**config.mk**
```make
export PLATFORM = sky130hd
export DESIGN_NAME = apb_master
export DESIGN_NICKNAME = d
export VERILOG_FILES = /design/src/rtl/apb_pkg.sv /design/src/rtl/apb_addr_decoder.sv /design/src/rtl/apb_master.sv
export SDC_FILE = /design/constraint.sdc
export NUM_CORES = 1
export LEC_CHECK = 0
export CORE_ASPECT_RATIO = 0.7
export CORE_UTILIZATION = 25
export CTS_BUF_LIST = sky130_fd_sc_hd__clkbuf_2 sky130_fd_sc_hd__clkbuf_4 sky130_fd_sc_hd__clkbuf_8
export CTS_CLUSTER_SIZE = 28
export DETAILED_ROUTE_END_ITERATION = 8
export GPL_TIMING_DRIVEN = 0
export PLACE_DENSITY = 0.57
export SYNTH_ARGS = -nofsm -noshare
export SYNTH_HDL_FRONTEND = slang
export SYNTH_SLANG_ARGS = --single-unit
```
**constraint.sdc**
```tcl
create_clock -name PCLK -period 6.5 [get_ports PCLK]
set_clock_uncertainty 0.15 [all_clocks]
set_input_delay 1.3 -clock PCLK [delete_from_list [all_inputs] [get_ports PCLK]]
set_output_delay 1.3 -clock PCLK [all_outputs]
set_load 0.02 [all_outputs]
```
**src/rtl/apb_pkg.sv**
```systemverilog
// rtl/apb_pkg.sv - shared FSM state type and bus constants for the APB initiator
package apb_pkg;

  typedef enum logic [1:0] {
    IDLE,
    SETUP,
    ACCESS,
    ERR
  } apb_state_e;

  localparam logic [15:0] APB_BASE   = 16'h1000;
  localparam int          APB_DATA_W = 32;
  localparam int          PADDR_W    = 12;
  localparam int          IDX_W      = 4;

endpackage

```
**src/rtl/apb_addr_decoder.sv**
```systemverilog
// rtl/apb_addr_decoder.sv - maps the upper request address bits onto a slave index and one-hot select
module apb_addr_decoder
  import apb_pkg::*;
#(
  parameter int NUM_SLV = 4
) (
  input  logic [31:PADDR_W]   req_addr_i,
  output logic                hit_o,
  output logic [IDX_W-1:0]    index_o,
  output logic [NUM_SLV-1:0]  sel_o
);

  always_comb begin
    index_o = req_addr_i[PADDR_W+IDX_W-1:PADDR_W];
    hit_o   = (req_addr_i[31:PADDR_W+IDX_W] == APB_BASE) && (int'(index_o) < NUM_SLV);
    for (int i = 0; i < NUM_SLV; i++) begin
      sel_o[i] = hit_o && (int'(index_o) == i);
    end
  end

endmodule

```
**src/rtl/apb_master.sv**
```systemverilog
// rtl/apb_master.sv - APB initiator: valid/ready request port to SETUP/ACCESS transfers on NUM_SLV responders
module apb_master
  import apb_pkg::*;
#(
  parameter int NUM_SLV = 4,
  parameter int TIMEOUT = 255
) (
  input  logic                          PCLK,
  input  logic                          PRESET,
  input  logic                          req_valid,
  output logic                          req_ready,
  input  logic                          req_write,
  input  logic [31:0]                   req_addr,
  input  logic [APB_DATA_W-1:0]         req_wdata,
  output logic                          rsp_valid,
  output logic [APB_DATA_W-1:0]         rsp_rdata,
  output logic                          rsp_err,
  output logic [PADDR_W-1:0]            PADDR,
  output logic                          PWRITE,
  output logic [APB_DATA_W-1:0]         PWDATA,
  output logic [NUM_SLV-1:0]            PSEL,
  output logic                          PENABLE,
  input  logic [APB_DATA_W*NUM_SLV-1:0] PRDATA_S,
  input  logic [NUM_SLV-1:0]            PREADY_S
);

  localparam int CNT_W = ($clog2(TIMEOUT + 1) > 8) ? $clog2(TIMEOUT + 1) : 8;
  localparam logic [CNT_W-1:0] CNT_LAST = CNT_W'(TIMEOUT - 1);

  apb_state_e              state_q, state_d;
  logic                    write_q, write_d;
  logic [PADDR_W-1:0]      addr_q, addr_d;
  logic [APB_DATA_W-1:0]   wdata_q, wdata_d;
  logic [IDX_W-1:0]        idx_q, idx_d;
  logic [NUM_SLV-1:0]      sel_q, sel_d;
  logic [CNT_W-1:0]        cnt_q, cnt_d;
  logic                    rsp_valid_q, rsp_valid_d;
  logic                    rsp_err_q, rsp_err_d;
  logic [APB_DATA_W-1:0]   rsp_rdata_q, rsp_rdata_d;

  logic                    dec_hit;
  logic [IDX_W-1:0]        dec_idx;
  logic [NUM_SLV-1:0]      dec_sel;
  logic                    slv_ready;
  logic [APB_DATA_W-1:0]   slv_rdata;

  apb_addr_decoder #(
    .NUM_SLV (NUM_SLV)
  ) u_dec (
    .req_addr_i (req_addr[31:PADDR_W]),
    .hit_o      (dec_hit),
    .index_o    (dec_idx),
    .sel_o      (dec_sel)
  );

  // Only the latched slave's PREADY/PRDATA are visible to the FSM.
  always_comb begin
    slv_ready = 1'b0;
    slv_rdata = '0;
    for (int i = 0; i < NUM_SLV; i++) begin
      if (int'(idx_q) == i) begin
        slv_ready = PREADY_S[i];
        slv_rdata = PRDATA_S[APB_DATA_W*i +: APB_DATA_W];
      end
    end
  end

  always_comb begin
    state_d     = state_q;
    write_d     = write_q;
    addr_d      = addr_q;
    wdata_d     = wdata_q;
    idx_d       = idx_q;
    sel_d       = sel_q;
    cnt_d       = cnt_q;
    rsp_valid_d = 1'b0;
    rsp_err_d   = 1'b0;
    rsp_rdata_d = '0;
    req_ready   = 1'b0;
    PSEL        = '0;
    PENABLE     = 1'b0;
    case (state_q)
      IDLE: begin
        req_ready = 1'b1;
        if (req_valid) begin
          write_d = req_write;
          addr_d  = req_addr[PADDR_W-1:0];
          wdata_d = req_wdata;
          idx_d   = dec_idx;
          sel_d   = dec_sel;
          if (dec_hit) begin
            cnt_d   = '0;
            state_d = SETUP;
          end else begin
            rsp_valid_d = 1'b1;
            rsp_err_d   = 1'b1;
            state_d     = ERR;
          end
        end
      end
      SETUP: begin
        PSEL    = sel_q;
        state_d = ACCESS;
      end
      ACCESS: begin
        PSEL    = sel_q;
        PENABLE = 1'b1;
        cnt_d   = cnt_q + 1'b1;
        // cnt_q counts ACCESS cycles already spent, so the bus phase lasts at most TIMEOUT cycles
        if (slv_ready) begin
          rsp_valid_d = 1'b1;
          rsp_rdata_d = write_q ? '0 : slv_rdata;
          state_d     = IDLE;
        end else if (cnt_q == CNT_LAST) begin
          rsp_valid_d = 1'b1;
          rsp_err_d   = 1'b1;
          state_d     = IDLE;
        end
      end
      ERR: state_d = IDLE;
      default: state_d = IDLE;
    endcase
  end

  always_ff @(posedge PCLK or negedge PRESET) begin
    if (!PRESET) begin
      state_q     <= IDLE;
      write_q     <= 1'b0;
      addr_q      <= '0;
      wdata_q     <= '0;
      idx_q       <= '0;
      sel_q       <= '0;
      cnt_q       <= '0;
      rsp_valid_q <= 1'b0;
      rsp_err_q   <= 1'b0;
      rsp_rdata_q <= '0;
    end else begin
      state_q     <= state_d;
      write_q     <= write_d;
      addr_q      <= addr_d;
      wdata_q     <= wdata_d;
      idx_q       <= idx_d;
      sel_q       <= sel_d;
      cnt_q       <= cnt_d;
      rsp_valid_q <= rsp_valid_d;
      rsp_err_q   <= rsp_err_d;
      rsp_rdata_q <= rsp_rdata_d;
    end
  end

  assign rsp_valid = rsp_valid_q;
  assign rsp_err   = rsp_err_q;
  assign rsp_rdata = rsp_rdata_q;
  assign PADDR     = addr_q;
  assign PWRITE    = write_q;
  assign PWDATA    = wdata_q;

endmodule

```
# After elaboration in Yosys (flattened, before gate mapping)
# Cells that the tools add are included.
# totals
reg_bits,97
in_bits,200
out_inout_bits,85
word_cells,68
# classes
add_sub_neg,1
order_cmp,1
eq_ne,14
mux,29
reduce_logical,13
# op_table
operator,count
two-way mux 32 bit,7
== test 16 x 13 -> 1 bit (second input constant),1
== test 4 x 3 -> 1 bit (second input constant),4
two-way mux 8 bit,2
case mux 8 bit (2 select lines),1
two-way mux 1 bit,11
adder 8 x 1 -> 8 bit (second input constant),1
== test 4 x 2 -> 1 bit (second input constant),2
== test 8 bit (second input constant),1
zero test 4 bit,2
two-way mux 2 bit,4
case mux 2 bit (4 select lines),1
logical AND 1 bit,5
== test 2 bit (second input constant),2
< comparator 4 x 3 -> 1 bit (second input constant),1
two-way mux 4 bit,1
!= test 2 bit (second input constant),2
case mux 1 bit (2 select lines),2
AND reduction 2 bit,2
!= test 3 bit (second input constant),1
AND reduction 3 bit,1
== test 2 x 1 -> 1 bit (second input constant),1
zero test 2 bit,1
nonzero test 2 bit,1
OR reduction 2 bit,1

# Depth between registers and ports, before layout
# logic_depth
ltp_word,8
depth_mapped,7
depth_no_buf,6

# Hierarchy
# From an unflattened synthesis, not the netlist that was laid out.
# hier_totals
hier_cells,391
area_unflattened_um2,4624.4
# by_module_without_submodules
mod,n_inst,cells_per_inst,area_each_um2,seq_area_each_um2
apb_master,1,373,4493.1,2427.3
apb_addr_decoder,1,18,131.4,0.0

# Least setup slack after synthesis
# No wires, ideal clock.
# synth_timing
kind,input to register
from,input port req_addr[19]
to,register cnt_q[5]
setup_ns,0.069
arrival_ns,2.684
t_required_ns,6.281
path_slack_ns,3.597
cell_stages,5
n_path_buf,0
cell_sequence,or4_4 > nor3_4 > nand2_2 > or4_1 > nand3_1
# synth_via
elab_chain_cells,4
# synth_lines
item,line_no,source
from (decl),apb_master.sv:13,"input logic [31:0] req_addr,"
== test 16 x 13 -> 1 bit,apb_addr_decoder.sv:15,hit_o = (req_addr_i[31:PADDR_W+IDX_W] == APB_BASE) && (int'(index_o) < NUM_SLV);
logical AND 1 bit,apb_addr_decoder.sv:15,
!= test 2 bit (no source line),-,
AND reduction 3 bit (no source line),-,
to (signal assigned),apb_master.sv:144,cnt_q <= cnt_d;
to (decl),apb_master.sv:36,"logic [CNT_W-1:0] cnt_q, cnt_d;"
# Every way passes these cells.
# A chain may end at the register's enable or synchronous reset.

# Worst setup path after layout
# layout_timing
from,register state_q[0]
to,output port req_ready
# layout_via
elab_chain_cells,2
# layout_lines
item,line_no,source
from (decl),apb_master.sv:30,"apb_state_e state_q, state_d;"
from (signal assigned),apb_master.sv:138,state_q <= state_d;
zero test 2 bit,apb_master.sv:82,case (state_q)
two-way mux 1 bit,apb_master.sv:82,
to (decl),apb_master.sv:11,"output logic req_ready,"
# Every way passes these cells.

==> metrics.txt <==
CTS tree=built; syn nets=602; reg2reg setup slack=3870 ps; Finish-stage setup viols=0; CTS Buf Count=9; Initial Util=25.8%; DRC viols=36; Ys Warns=0; DR WL/cell=16.1 um; hold_sp=sel_q[1]; Power Dens Cells=348 mW/mm^2; port bufs=284; Worst setup EP type=output pin; Die Y=117 um; Peak VDD IR=0.102 mV; Fin. Hold Viols=0; Leak Pwr=3.23 nW; Total GRT Usage=15.5%; Worst EP required=5050 ps; Max FO, Critical Path=9; RSZ-0062 raised after global routing=false; Die Wd=166 um; via count=4265; Slew HR=50.7%; Hold Path Class=flip-flop to flip-flop; number of synthesized flops with an enable pin=0; DIE AREA=0.0193 mm^2; mapped cell area=0.00468 mm^2; vias in the first global route=4413; area leader, netlist=dfrtp_1; Final Cycle Share=51.7%; Post-CTS Setup Bufs=0; first-pass GRT wire length=22700 um; Worst Max-Slew Pin Slew=739 ps; Crit Reg-Reg Startpoint=state_q[0]; share of cells above drive strength 1=11.5%; Post-Syn Instances=397; number of nets in the layout=898; crit path kind=flip-flop to output pin; Routed Antenna Nets=0; GRT overflow=0; Reg clk slew, reported paths=100 ps; hold slack=331 ps; routed wire length=15100 um; via/cell ratio=4.57; reg2reg path depth=7; fmax=297 MHz; largest net degree at the start of global routing=56; initial antenna violation count=0; critical path launch point type=flip-flop; Post-CTS Hold Buffers=0; Antenna Cells=0; clk sinks=97; Synth Register Bits=97; Setup Total Neg Slack=0 ps; Final Cell Area=0.00801 mm^2; critical path arrival=1910 ps; Period minus WS final=3360 ps; GP Congestion=0.794; cts repair resizes=0; hold depth=2; reg-to-reg endpoint=sel_q[2]; area of the core=0.0182 mm^2; Mean Syn Cell Area=11.8 um^2; Worst Hold Endpoint=sel_q[1]; row cnt=41; Pwr Total=2.79 mW; Yosys cell types=36; Slew Limit Fails=0; max-cap violation count=0; post-DP HPWL=12200 um; htree depth=3; DRT Pass-1 Iters=6; Root Driver=clkbuf_8; clock latency on the worst-skew pair=360 ps; P&R area growth vs syn=71.1%; status=complete, but fails checks; top cell type's share of synthesized area=51.8%; sequential share of the synthesized area=51.8%; synth top area cells=dfrtp_1 52%, mux2_2 12%, a211oi_1 10%, mux2i_1 6.8%, nor2b_1 4.7%; DR iter-0 viols=188; boundary pin count=285; DP Area=0.00785 mm^2; failing checks=design-rule violations; Async SR Flop Fraction=100%; top_reg_cell synth=dfrtp_1; clk buf depth=2
-- how the worst max path moves through the flow --
stage          slack (ps)          from  cells after the start            end
5_1_grt              2960     req_valid                      6       sel_q[2]
2_1_floorplan        3600  req_addr[19]                      5       cnt_q[5]
3_5_place_dp         2720     req_valid                      6       sel_q[2]
4_1_cts              3100    state_q[0]                      3      req_ready
6_report             3140    state_q[0]                      3      req_ready
3_3_place_gp          310        PRESET                      1  rsp_rdata[16]
-- metal layers --
metal  wire (um)  part of all wire, %  global-route usage (%)
met1        6270                   42                    18.6
met2        7290                   48                    26.7
met3        1350                  9.0                    4.90
met4         153                  1.0                    4.36
met5           0                    0                       0
-- cell type report --
class	count	area, um^2
fill	1713	10100
timing repair buffer	285	2870
sequential	97	2430
multi-input combinational	267	2120
tap	236	295
clock buffer	9	124
buffer	29	121
clock inverter	6	42.5
inverter	4	15.0
-- flip-flops by register name (all words and copies together), names as in the netlist --
name and cells:
PADDR 12, state_q 2, PWRITE 1, cnt_q 8, rsp_err 1, rsp_valid 1
PWDATA 32, idx_q 4, sel_q 4, rsp_rdata 32
-- power breakdown --
group | internal [mW] | total, mW | switching, mW
combinational | 0.753 | 1.53 | 0.775
clock | 0.138 | 0.354 | 0.215
sequential | 0.800 | 0.905 | 0.105
-- cell usage in the layout (no fill, tap or decap), drive strengths merged, types with 2 or more instances in the layout --
master | netlist | layout
nand3 | 6 | 6
mux2 | 50 | 50
ha | 5 | 5
or4 | 2 | 2
nor4 | 2 | 2
nand2 | 23 | 23
buf | 7 | 9
inv | 4 | 6
o21ai | 10 | 10
nand2b | 3 | 3
a21oi | 3 | 3
o31ai | 4 | 4
nor2b | 35 | 35
clkinvlp | 0 | 2
nor2 | 4 | 4
clkbuf | 22 | 31
a211oi | 64 | 64
mux2i | 32 | 32
and2 | 9 | 9
clkinv | 0 | 2
dfrtp | 97 | 97
and3 | 3 | 3
clkdlybuf4s50 | 0 | 283
-- kinds of logic (layout without fill, tap and decap cells) --
logic type,after synthesis,after routing,share of synthesized area [%]
DFF,97,97,51.8
adders and majority gates,5,5,1.34
buffers and inverters,33,333,2.91
and+or+nand+nor,93,93,11.5
AOI/OAI and AO/OA,86,86,13.1
muxes,83,83,19.3
-- worst max-delay path, cell delays in order, from the launching register on --
cell and delay (ps):
dfrtp_1 410, inv_1 100, ha_1 370, clkdlybuf4s50_1 670
-- through the flow --
| step | utilization, % | worst slack (ps) | std cells |
|---|---|---|---|
| after floorplan | - | 3600 | 397 |
| after global placement | 43.1 | 306 | 917 |
| after detailed placement | 43.2 | 2720 | 918 |
| after CTS | 44.1 | 3100 | 933 |
| after global routing | 44.1 | 2960 | 933 |
| final | 44.1 | 3140 | 933 |
-- synth_stat cells (2+ instances only) --
library cell / n
inv_1: 4
nand3_1: 6
mux2_2: 50
a211oi_1: 64
and3_1: 2
o21ai_0: 10
nand2b_1: 3
buf_2: 7
a21oi_1: 3
nor4_1: 2
clkbuf_1: 21
nor2_1: 4
dfrtp_1: 97
ha_1: 5
nor2b_1: 35
nand2_1: 22
and2_1: 9
mux2i_1: 32
o31ai_1: 4
(Power assumes the default switching activity.)
